### src/rtl/servo_pwm_gen.sv
// Servo PWM generator: fixed-period pulse train whose high time is a clamped
// command sampled only at period boundaries.
module servo_pwm_gen #(
  parameter int PERIOD    = 2_000_000,
  parameter int MIN_WIDTH = 50_000,
  parameter int MAX_WIDTH = 250_000,
  parameter int CNT_BITS  = 21
) (
  input  logic        clk,
  input  logic        rst,
  input  logic        enable,
  input  logic [19:0] width_in,
  output logic        pwm_out,
  output logic        period_start,
  output logic [19:0] width_active,
  output logic        clamped,
  output logic        busy
);

  typedef enum logic [1:0] {
    IDLE  = 2'd0,
    RUN   = 2'd1,
    DRAIN = 2'd2
  } state_t;

  localparam int                  CW    = (CNT_BITS > 20) ? CNT_BITS : 20;
  localparam logic [CNT_BITS-1:0] LAST  = CNT_BITS'(PERIOD - 1);
  localparam logic [19:0]         MIN_W = 20'(MIN_WIDTH);
  localparam logic [19:0]         MAX_W = 20'(MAX_WIDTH);

  // Returns {clamped_flag, clamped_width}; zero passes through as "no pulse".
  function automatic logic [20:0] clamp_width(input logic [19:0] w);
    logic [20:0] r;
    if (w == 20'd0) begin
      r = {1'b0, 20'd0};
    end else if (w < MIN_W) begin
      r = {1'b1, MIN_W};
    end else if (w > MAX_W) begin
      r = {1'b1, MAX_W};
    end else begin
      r = {1'b0, w};
    end
    return r;
  endfunction

  state_t              state_r;
  logic [CNT_BITS-1:0] cnt_r;
  logic [20:0]         load_s;
  logic [CNT_BITS-1:0] cnt_inc_s;
  logic                at_last_s;
  logic                do_load_s;
  logic                pulse_next_s;

  // Next-period command, counter step and the load decision.
  always_comb begin
    load_s       = clamp_width(width_in);
    cnt_inc_s    = cnt_r + CNT_BITS'(1);
    at_last_s    = (cnt_r == LAST);
    pulse_next_s = (CW'(cnt_inc_s) < CW'(width_active));
    if (state_r == IDLE) begin
      do_load_s = enable;
    end else begin
      do_load_s = enable && at_last_s;
    end
  end

  // State machine with all outputs registered; a load starts a fresh period at cnt 0.
  always_ff @(posedge clk) begin
    if (rst) begin
      state_r      <= IDLE;
      cnt_r        <= '0;
      pwm_out      <= 1'b0;
      period_start <= 1'b0;
      width_active <= 20'd0;
      clamped      <= 1'b0;
      busy         <= 1'b0;
    end else if (do_load_s) begin
      state_r      <= RUN;
      cnt_r        <= '0;
      width_active <= load_s[19:0];
      clamped      <= load_s[20];
      pwm_out      <= (load_s[19:0] != 20'd0);
      period_start <= 1'b1;
      busy         <= 1'b1;
    end else begin
      case (state_r)
        RUN, DRAIN: begin
          if (at_last_s) begin
            // Period finished with enable low: stop without reloading.
            state_r      <= IDLE;
            cnt_r        <= '0;
            pwm_out      <= 1'b0;
            period_start <= 1'b0;
            busy         <= 1'b0;
          end else begin
            state_r      <= enable ? RUN : DRAIN;
            cnt_r        <= cnt_inc_s;
            pwm_out      <= pulse_next_s;
            period_start <= 1'b0;
            busy         <= 1'b1;
          end
        end
        default: begin
          state_r      <= IDLE;
          cnt_r        <= '0;
          pwm_out      <= 1'b0;
          period_start <= 1'b0;
          busy         <= 1'b0;
        end
      endcase
    end
  end

endmodule

### config.mk
export PLATFORM = sky130hd
export DESIGN_NAME = servo_pwm_gen
export DESIGN_NICKNAME = d
export VERILOG_FILES = /design/src/rtl/servo_pwm_gen.sv
export SDC_FILE = /design/constraint.sdc
export NUM_CORES = 1
export LEC_CHECK = 0
export CAP_MARGIN = 5
export CELL_PAD_IN_SITES_DETAIL_PLACEMENT = 2
export CELL_PAD_IN_SITES_GLOBAL_PLACEMENT = 2
export CORE_ASPECT_RATIO = 0.6
export CORE_MARGIN = 3
export CORE_UTILIZATION = 31
export DETAILED_ROUTE_END_ITERATION = 8
export PLACE_DENSITY = 0.81
export SYNTH_ARGS = -nofsm -noshare
export SYNTH_HDL_FRONTEND = slang
export SYNTH_SLANG_ARGS = --single-unit
### constraint.sdc
create_clock -name clk -period 3.6 [get_ports clk]
set_clock_uncertainty 0.2 [all_clocks]
set_input_delay 0.72 -clock clk [delete_from_list [all_inputs] [get_ports clk]]
set_output_delay 0.72 -clock clk [all_outputs]
set_load 0.005 [all_outputs]
==> results by group, run 1 <==
Synthesis
  – Total of warnings raised by yosys: 0
  – Cell count after synthesis: 291
  – Sequential element share of the synthesized area: 0.378
  – Area of the mapped netlist: 0.00249 sq mm
  – Post-Synthesis Net Count: 335
  – Synth top area share: 0.378
  – EDFF count, synth: 0
  – Cell taking the most area after synthesis: dfxtp_1
  – Post-synthesis async set-or-reset flop share: 0
  – Synth unique cells: 43
  – Cells taking the most area after synthesis: dfxtp_1 (38%), ha_1 (11%), nor2b_1 (4.8%)
  – Synthesis-stage register bit count: 47
  – Average cell area after synthesis: 8.56 sq um
  – Most instantiated flip-flop cell in the synthesis netlist: dfxtp_1

STA
  – Slew at the pin closest to its max-slew limit: 0.523 ns
  – Maximum clock rate: 300 MHz
  – Final worst path period need: 3.33 ns
  – Final hold violation count: 0
  – Minimum hold slack: 0.269 ns
  – Period utilisation layout: 0.925
  – Worst rel slew slack: 0.648
  – Final sum of negative setup slack: 0 ns
  – Final max-slew violation count: 0
  – Setup violations, final: 0

Cells and area
  – Area occupied by multi-input gates: 0.00142 sq mm
  – # diodes: 0
  – Area Growth Syn to Fin: 30.6%
  – Nets: 386
  – # fillers: 834
  – Area taken by flip-flops and latches: 941 sq um
  – Ratio of cells with drive above 1 in the final layout: 0.0496

Worst setup path
  – Startpoint type of the worst setup path: flop
  – Source of the worst register-to-register timing path: cnt_r[0]
  – Slowest library cell on the worst path: dfxtp_1
  – Classification of the worst setup path: reg -> reg
  – Dominant delay contributor by cell family on the critical path: simple AND/OR/NAND/NOR gates
  – Worst path buffer plus inverter count: 0
  – Kind of end point of the critical path: flop
  – Critical-path cell list: ha_1, and4_4, nand4_1, nor2_1, nand2_1, xnor2_1, ha_1, nand3_1, nor3_2, nand4_1, a21oi_1, o31a_1, o41ai_1
  – Arrival time worst endpoint: 3.29 ns
  – Largest stage delay, worst path: 0.41 ns
  – Crit Path Max Fanout: 5
  – Worst Setup SP: cnt_r[0]
  – Required time of the worst setup path: 3.56 ns

Die
  – Placeable Area: 0.00754 sq mm
  – Horizontal die dimension: 122 microns
  – DIE AREA: 0.00919 sq mm
  – Overall die height: 75.5 microns
  – I/O pin count: 47
  – Std-Cell Rows: 24
  – Initial Utilization: 0.331

GRT
  – Largest net degree at the start of global routing: 23
  – GRT Util Overall: 0.201
  – Remaining Overflow, GRT: 0
  – Global-route wire length before repair: 14.0 mm
  – Vias in the first global route: 2580
  – Antenna violations before repair: 0

Detailed routing
  – DR vias: 2292
  – Final wirelength: 8.67 mm
  – Count of routing violations after the opening detailed-route iteration: 66
  – Number of routed nets with antenna violations: 0
  – Via-per-instance ratio: 5.13
  – Drt wl/cell: 19.4 microns
  – DRC errors left: 0
  – Number of iterations in the first detailed-routing pass: 4

Place
  – Number of input and output port buffers inserted: 46
  – Final RePlAce weighted congestion: 0.855
  – Final HPWL from detailed placement: 6.84 mm

Clock tree
  – CTS clk-pin slew, worst paths: 0.06 ns
  – Hold_buf cts: 0
  – Num CTS Buffers: 5
  – Number of clock sinks: 47
  – CTS Root Cell: clkbuf_16
  – Clock network latency to the later pin of the worst-skew pair: 0.29 ns
  – TritonCTS clock tree: yes
  – Buffers from clock root to sink, at most: 2
  – Maximum level of the CTS H-tree: 2

Power and ir drop
  – Cell leakage power: 1.30 nW
  – Peak VDD IR: 0.000174 V
  – Power per cell area: 397 mW/mm^2

Flow run
  – Number of max-capacitance violations reported: 0

Min path
  – Startpoint of the worst hold path: clamped
  – Path class of the lowest-slack min-delay path: reg -> reg

Status
  – Result of the run: finished clean
==> power by group <==
part	leakage, nW	switching [mW]	internal, mW	total (mW)
Sequential	0.383	0.0177	0.540	0.557
Combinational	0.830	0.0903	0.0881	0.178
Clock	0.0868	0.210	0.346	0.556
Total	1.30	0.318	0.974	1.29
==> metal layers <==
layer  vias to the layer above  wire length (microns)  track usage
li1                       1098                      -            -
met1                      1148                   4300        0.269
met2                        40                   3980        0.349
met3                         6                    333       0.0430
met4                         0                     55       0.0298
met5                         -                      0            0
==> metrics by stage <==
step                       util  instances  worst slack, ns  area [sq um]  power, mW
after CTS                 0.431        447            0.202          3250       1.30
after detailed placement  0.408        439            0.269          3080      0.744
after global routing      0.432        447        -0.000660          3260       1.35
final                     0.432        447            0.269          3260       1.29
after global placement    0.408        439            0.661          3080      0.734
after floorplan               -        291            0.876          2490      0.639
==> cell usage after synthesis (all sizes together) (5+ instances only) <==
cell   count
dfxtp     47
inv       26
nand2     25
nor2      25
ha        21
nor2b     20
nor3      13
xnor2     13
nand3     10
a21oi      9
o21ai      9
a22o       8
and3       6
nand4      6
xor2       6
nor4       5
==> what timing repair did <==
action	in CTS	in global routing
endpoints found under the setup margin	0	1
gates resized for setup	0	1
hold endpoints to repair	0	0
buffers inserted	0	0
==> flip-flops by register name, summed over array words and instances, names as in the netlist <==
name          cells
width_active     20
period_start      1
busy              1
state_r           2
pwm_out           1
cnt_r            21
clamped           1
==> worst register-to-register path: cells and delay by family (launching register included) <==
family,cells,cell delay [ns]
and+or+nand+nor,7,1.40
adders and majority gates,2,0.59
AOI/OAI and AO/OA,3,0.44
DFF,1,0.41
xor gates and xnor gates,1,0.15
==> final timing paths <==
check | to | slack, ns | cells past startpoint
setup / recovery | pwm_out | 0.27 | 13
hold / removal | clamped | 0.27 | 2
setup reg to reg | pwm_out | 0.27 | 13
hold reg to reg | clamped | 0.27 | 2
==> cell usage in the layout (no fill, tap or decap), types with 2 or more instances in the layout <==
cell type         n
clkbuf_16         5
nand2b_1          2
buf_4             5
nor2b_1          19
ha_1             21
nand4_1           6
nand2_1          25
o21ai_0           9
inv_1            26
and2_1            3
mux2i_1           3
a21o_1            4
a211oi_1          3
xor2_1            6
xnor2_1          13
a22o_1            8
o211ai_1          2
nor2_1           25
and4_1            2
nor3_1           12
nor4_1            5
a21oi_1           9
dfxtp_1          47
clkdlybuf4s50_1  46
nand3_1          10
and3_1            6
==> final cells by class <==
type / count / share of cell area
inverters: 26 / 0.0300
flip-flops and latches: 47 / 0.289
repair buffers: 51 / 0.153
clock inverters: 2 / 0.0108
well taps: 104 / 0.0400
clock buffers: 6 / 0.0427
multi-input cells: 211 / 0.435
==> cell families (layout without fill, tap and decap cells) <==
| group | count (synthesis) | in the layout | synth area share |
|---|---|---|---|
| buffers and inverters | 33 | 85 | 0.0567 |
| adders and majority gates | 21 | 21 | 0.105 |
| muxes | 3 | 3 | 0.0120 |
| AOI/OAI and AO/OA | 44 | 44 | 0.121 |
| xor gates and xnor gates | 19 | 19 | 0.0668 |
| and+or+nand+nor | 124 | 124 | 0.261 |
| DFF | 47 | 47 | 0.378 |
(Power assumes the default switching activity.)
==> run 2: changes to the inputs <==
Settings changed: ABC_AREA set to 1, CORE_UTILIZATION 31 to 29, PLACE_DENSITY 0.81 to 0.8.
==> results by group, run 2 <==
Worst setup path
  – Worst r2r dst: pwm_out (unchanged)
  – Classification of the worst setup path: reg -> reg (unchanged)
  – Arrival time worst endpoint: 3.16 ns (was 3.29 ns)
  – Required time of the worst setup path: 3.58 ns (was 3.56 ns)
  – Minimum setup slack among reg-to-reg paths: 0.43 ns (was 0.27 ns)
  – Kind of end point of the critical path: flop (unchanged)
  – Startpoint type of the worst setup path: flop (unchanged)
  – Slowest library cell on the worst path: dfxtp_1 (unchanged)
  – Critical-path cell list: ha_1, nand2_1, nor2_4, nand3_2, nor2_4, nand2_2, xor2_2, inv_1, ha_1, nand2_1, nor2_1, nand2_1, nor2_1, nand2_1, nand2_1, nand2_1, nand2_1, nand2_1, nand2_1, nand2_1, nand2_1, nand2_1 (was ha_1, and4_4, nand4_1, nor2_1, nand2_1, xnor2_1, ha_1, nand3_1, nor3_2, nand4_1, a21oi_1, o31a_1, o41ai_1)
  – Worst r2r path cells: 22 (was 13)
  – Critical path's most frequent cell: nand2_1
  – Crit Path Max Fanout: 6 (was 5)
  – Source of the worst register-to-register timing path: cnt_r[0] (unchanged)
  – Largest stage delay, worst path: 0.44 ns (was 0.41 ns)

Detailed routing
  – Via-per-instance ratio: 4.73 (was 5.13)
  – DRC errors left: 0 (unchanged)
  – Total met3 wirelength after detailed routing: 309 microns (was 333 microns)
  – Sum of routed wire segments on met1: 5.57 mm (was 4.30 mm)
  – Final wirelength: 10.2 mm (was 8.67 mm)
  – Uppermost metal layer occupied by signal nets: met4 (unchanged)
  – DR vias: 2857 (was 2292)
  – DR WL met2: 4.27 mm (was 3.98 mm)
  – Number of iterations in the first detailed-routing pass: 4 (unchanged)
  – Drt wl/cell: 16.9 microns (was 19.4 microns)
  – Count of routing violations after the opening detailed-route iteration: 99 (was 66)
  – Number of routed nets with antenna violations: 0 (unchanged)

Synthesis
  – Most frequently used cell type in the post-synthesis netlist: nand2_1 (was dfxtp_1)
  – Cells taking the most area after synthesis: dfxtp_1 (33%), nand2_1 (12%), inv_1 (11%) (was dfxtp_1 (38%), ha_1 (11%), nor2b_1 (4.8%))
  – Most instantiated flip-flop cell in the synthesis netlist: dfxtp_1 (unchanged)
  – Total of warnings raised by yosys: 0 (unchanged)
  – Synthesis-stage register bit count: 47 (unchanged)
  – Average cell area after synthesis: 6.72 sq um (was 8.56 sq um)
  – Cell taking the most area after synthesis: dfxtp_1 (unchanged)
  – Post-synthesis async set-or-reset flop share: 0 (unchanged)
  – Synth cell count leaders: nand2_1 (94), inv_1 (84), nor2_1 (52) (was dfxtp_1 (47), inv_1 (26), nand2_1 (25), nor2_1 (25), ha_1 (21))
  – Synth top area share: 0.330 (was 0.378)
  – EDFF count, synth: 0 (unchanged)
  – Post-Synthesis Net Count: 469 (was 335)
  – Area of the mapped netlist: 0.00286 sq mm (was 0.00249 sq mm)
  – Sequential element share of the synthesized area: 0.330 (was 0.378)
  – Cell count after synthesis: 425 (was 291)
  – Synth unique cells: 35 (was 43)

Cells and area
  – Largest register by flop count: cnt_r (unchanged)
  – Number of flip-flops in the largest register: 21 (unchanged)
  – Commonest non-fill, non-tap cell in the layout: nand2_1 (was dfxtp_1)
  – Area of all placed cells without fillers: 0.00364 sq mm (was 0.00326 sq mm)
  – Final core area utilization: 0.387 (was 0.432)
  – Number of standard cells in the final layout excluding fillers: 604 (was 447)
  – # fillers: 1160 (was 834)
  – Commonest non-fill, non-tap cells in the layout: nand2_1 (94), inv_1 (84), nor2_1 (52) (was dfxtp_1 (47), clkdlybuf4s50_1 (46), inv_1 (26))
  – # diodes: 0 (unchanged)
  – Largest registers: cnt_r: 21 flops, width_active: 20 flops, state_r: 2 flops (unchanged)
  – Ratio of cells with drive above 1 in the final layout: 0.0612 (was 0.0496)
  – Area Growth Syn to Fin: 27.3% (was 30.6%)
  – Nets: 517 (was 386)

STA
  – Minimum hold slack: 0.291 ns (was 0.269 ns)
  – Period utilisation layout: 0.881 (was 0.925)
  – Maximum clock rate: 315 MHz (was 300 MHz)
  – Final hold violation count: 0 (unchanged)
  – Slew at the pin closest to its max-slew limit: 0.760 ns (was 0.523 ns)
  – Final worst path period need: 3.17 ns (was 3.33 ns)
  – Worst rel slew slack: 0.489 (was 0.648)
  – Final sum of negative setup slack: 0 ns (unchanged)
  – Final max-slew violation count: 0 (unchanged)
  – Setup violations, final: 0 (unchanged)
  – Unrepaired setup endpoints after global routing: false

Power and ir drop
  – Net switching power: 332 uW (was 318 uW)
  – Pint: 979 uW (was 974 uW)
  – Net Sw Frac: 0.253 (was 0.246)
  – Part of the power in combinational logic: 0.149 (was 0.138)
  – Peak VDD IR: 0.000187 V (was 0.000174 V)
  – Cell leakage power: 1.64 nW (was 1.30 nW)
  – Power per cell area: 361 mW/mm^2 (was 397 mW/mm^2)
  – Clock network fraction of design power: 0.423 (was 0.430)
  – Relative contribution of sequential cells to total power: 0.428 (was 0.431)

Min path
  – Startpoint of the worst hold path: width_active[6] (was clamped)
  – Path class of the lowest-slack min-delay path: reg -> reg (unchanged)
  – Number of cells on the worst hold path: 2 (unchanged)
  – WHS Endpoint: width_active[6] (was clamped)

Status
  – Result of the run: finished clean (unchanged)

Place
  – Number of input and output port buffers inserted: 46 (unchanged)
  – Final RePlAce weighted congestion: 0.860 (was 0.855)
  – Final HPWL from detailed placement: 8.36 mm (was 6.84 mm)
  – Placed Area: 0.00345 sq mm (was 0.00308 sq mm)
  – Cell Count Post-Placement: 596 (was 439)

Clock tree
  – Clock network latency to the later pin of the worst-skew pair: 0.29 ns (about the same)
  – Num CTS Buffers: 5 (unchanged)
  – Maximum level of the CTS H-tree: 2 (unchanged)
  – Buffers from clock root to sink, at most: 2 (unchanged)
  – Number of clock sinks: 47 (unchanged)
  – TritonCTS clock tree: yes (unchanged)
  – CTS clk-pin slew, worst paths: 0.07 ns (was 0.06 ns)
  – Hold_buf cts: 0 (unchanged)
  – CTS Root Cell: clkbuf_16 (unchanged)

GRT
  – Largest net degree at the start of global routing: 25 (was 23)
  – Vias in the first global route: 3107 (was 2580)
  – Antenna violations before repair: 0 (unchanged)
  – GRT Util Overall: 0.188 (was 0.201)
  – Global-route wire length before repair: 16.5 mm (was 14.0 mm)
  – Remaining Overflow, GRT: 0 (unchanged)

Die
  – Overall die height: 82.9 microns (was 75.5 microns)
  – Horizontal die dimension: 134 microns (was 122 microns)
  – I/O pin count: 47 (unchanged)
  – Initial Utilization: 0.304 (was 0.331)
  – DIE AREA: 0.0111 sq mm (was 0.00919 sq mm)
  – Std-Cell Rows: 27 (was 24)
  – Placeable Area: 0.00939 sq mm (was 0.00754 sq mm)

Flow run
  – Number of max-capacitance violations reported: 0 (unchanged)
-- run 2: cell types whose count changed in the layout (fill, tap and decap cells not counted), sizes merged, moves of 4 or more --
cell / previous run / this run
nor2b: 20 / 0
xor2: 6 / 10
nor2: 25 / 55
o21ai: 9 / 17
and3: 6 / 0
nand2: 25 / 96
nand3: 10 / 31
and2: 4 / 0
a21oi: 9 / 22
inv: 26 / 85
a22o: 8 / 0
xnor2: 13 / 0
-- run 2: how the worst max path moves through the flow --
| stage | start | endpoint | slack [ns] | cells past startpoint |
|---|---|---|---|---|
| after floorplan | cnt_r[0] | pwm_out | 0.97 | 18 |
| after global placement | cnt_r[0] | pwm_out | 0.48 | 22 |
| after detailed placement | cnt_r[0] | pwm_out | 0.36 | 22 |
| after CTS | cnt_r[0] | pwm_out | 0.27 | 22 |
| after global routing | cnt_r[0] | pwm_out | 0.07 | 22 |
| final | cnt_r[0] | pwm_out | 0.43 | 22 |
-- run 2: layout make-up --
class                      instances  area [sq um]  share of cell area
multi-input combinational        284          1550               0.427
sequential                        47           941               0.259
timing repair buffer              49           483               0.133
inverter                          86           324              0.0891
tap                              130           163              0.0447
clock buffer                       6           139              0.0382
clock inverter                     2          35.0             0.00964
-- run 2: metrics by stage --
step	setup slack (ns)	power, mW
6_report	0.427	1.31
2_1_floorplan	0.975	0.661
3_5_place_dp	0.357	0.768
3_3_place_gp	0.476	0.760
5_1_grt	0.0677	1.38
4_1_cts	0.268	1.33
-- run 2: repair_timing --
item | 4_1_cts | 5_1_grt
endpoints found under the setup margin | 0 | 1
buffers inserted | 0 | 0
resized for setup | 0 | 1
-- run 2: cells by family after synthesis --
group | share of synthesized area
DFF | 0.330
AOI/OAI and AO/OA | 0.0982
xor gates and xnor gates | 0.0307
buffers and inverters | 0.130
adders and majority gates | 0.0920
and+or+nand+nor | 0.320
-- run 2: per-layer routing --
layer	GRT usage	up-vias
li1	-	1428
met4	0.0231	0
met2	0.279	31
met5	0	-
met3	0.0375	5
met1	0.288	1393
-- run 2: worst max-delay path: cells and delay by family, from the launching register on --
kind / cells / cell delay [ns]
xor+xnor: 1 / 0.20
flops: 1 / 0.44
fa+ha+maj: 2 / 0.53
buf+inv: 1 / 0.07
simple gates: 18 / 1.64
-- run 2: power groups by stage --
| stage | Clock, mW | Combinational [mW] | Sequential, mW |
|---|---|---|---|
| after floorplan | 0 | 0.0922 | 0.569 |
| after global placement | 0 | 0.187 | 0.573 |
| after detailed placement | 0 | 0.195 | 0.573 |
| after CTS | 0.572 | 0.199 | 0.562 |
| after global routing | 0.593 | 0.222 | 0.564 |
| final | 0.555 | 0.195 | 0.561 |
==> run 3: changes to the inputs <==
Settings changed: SLEW_MARGIN set to 20.
==> results of run 3 <==
Final layout, timing and power as in run 2 (identical DEF).
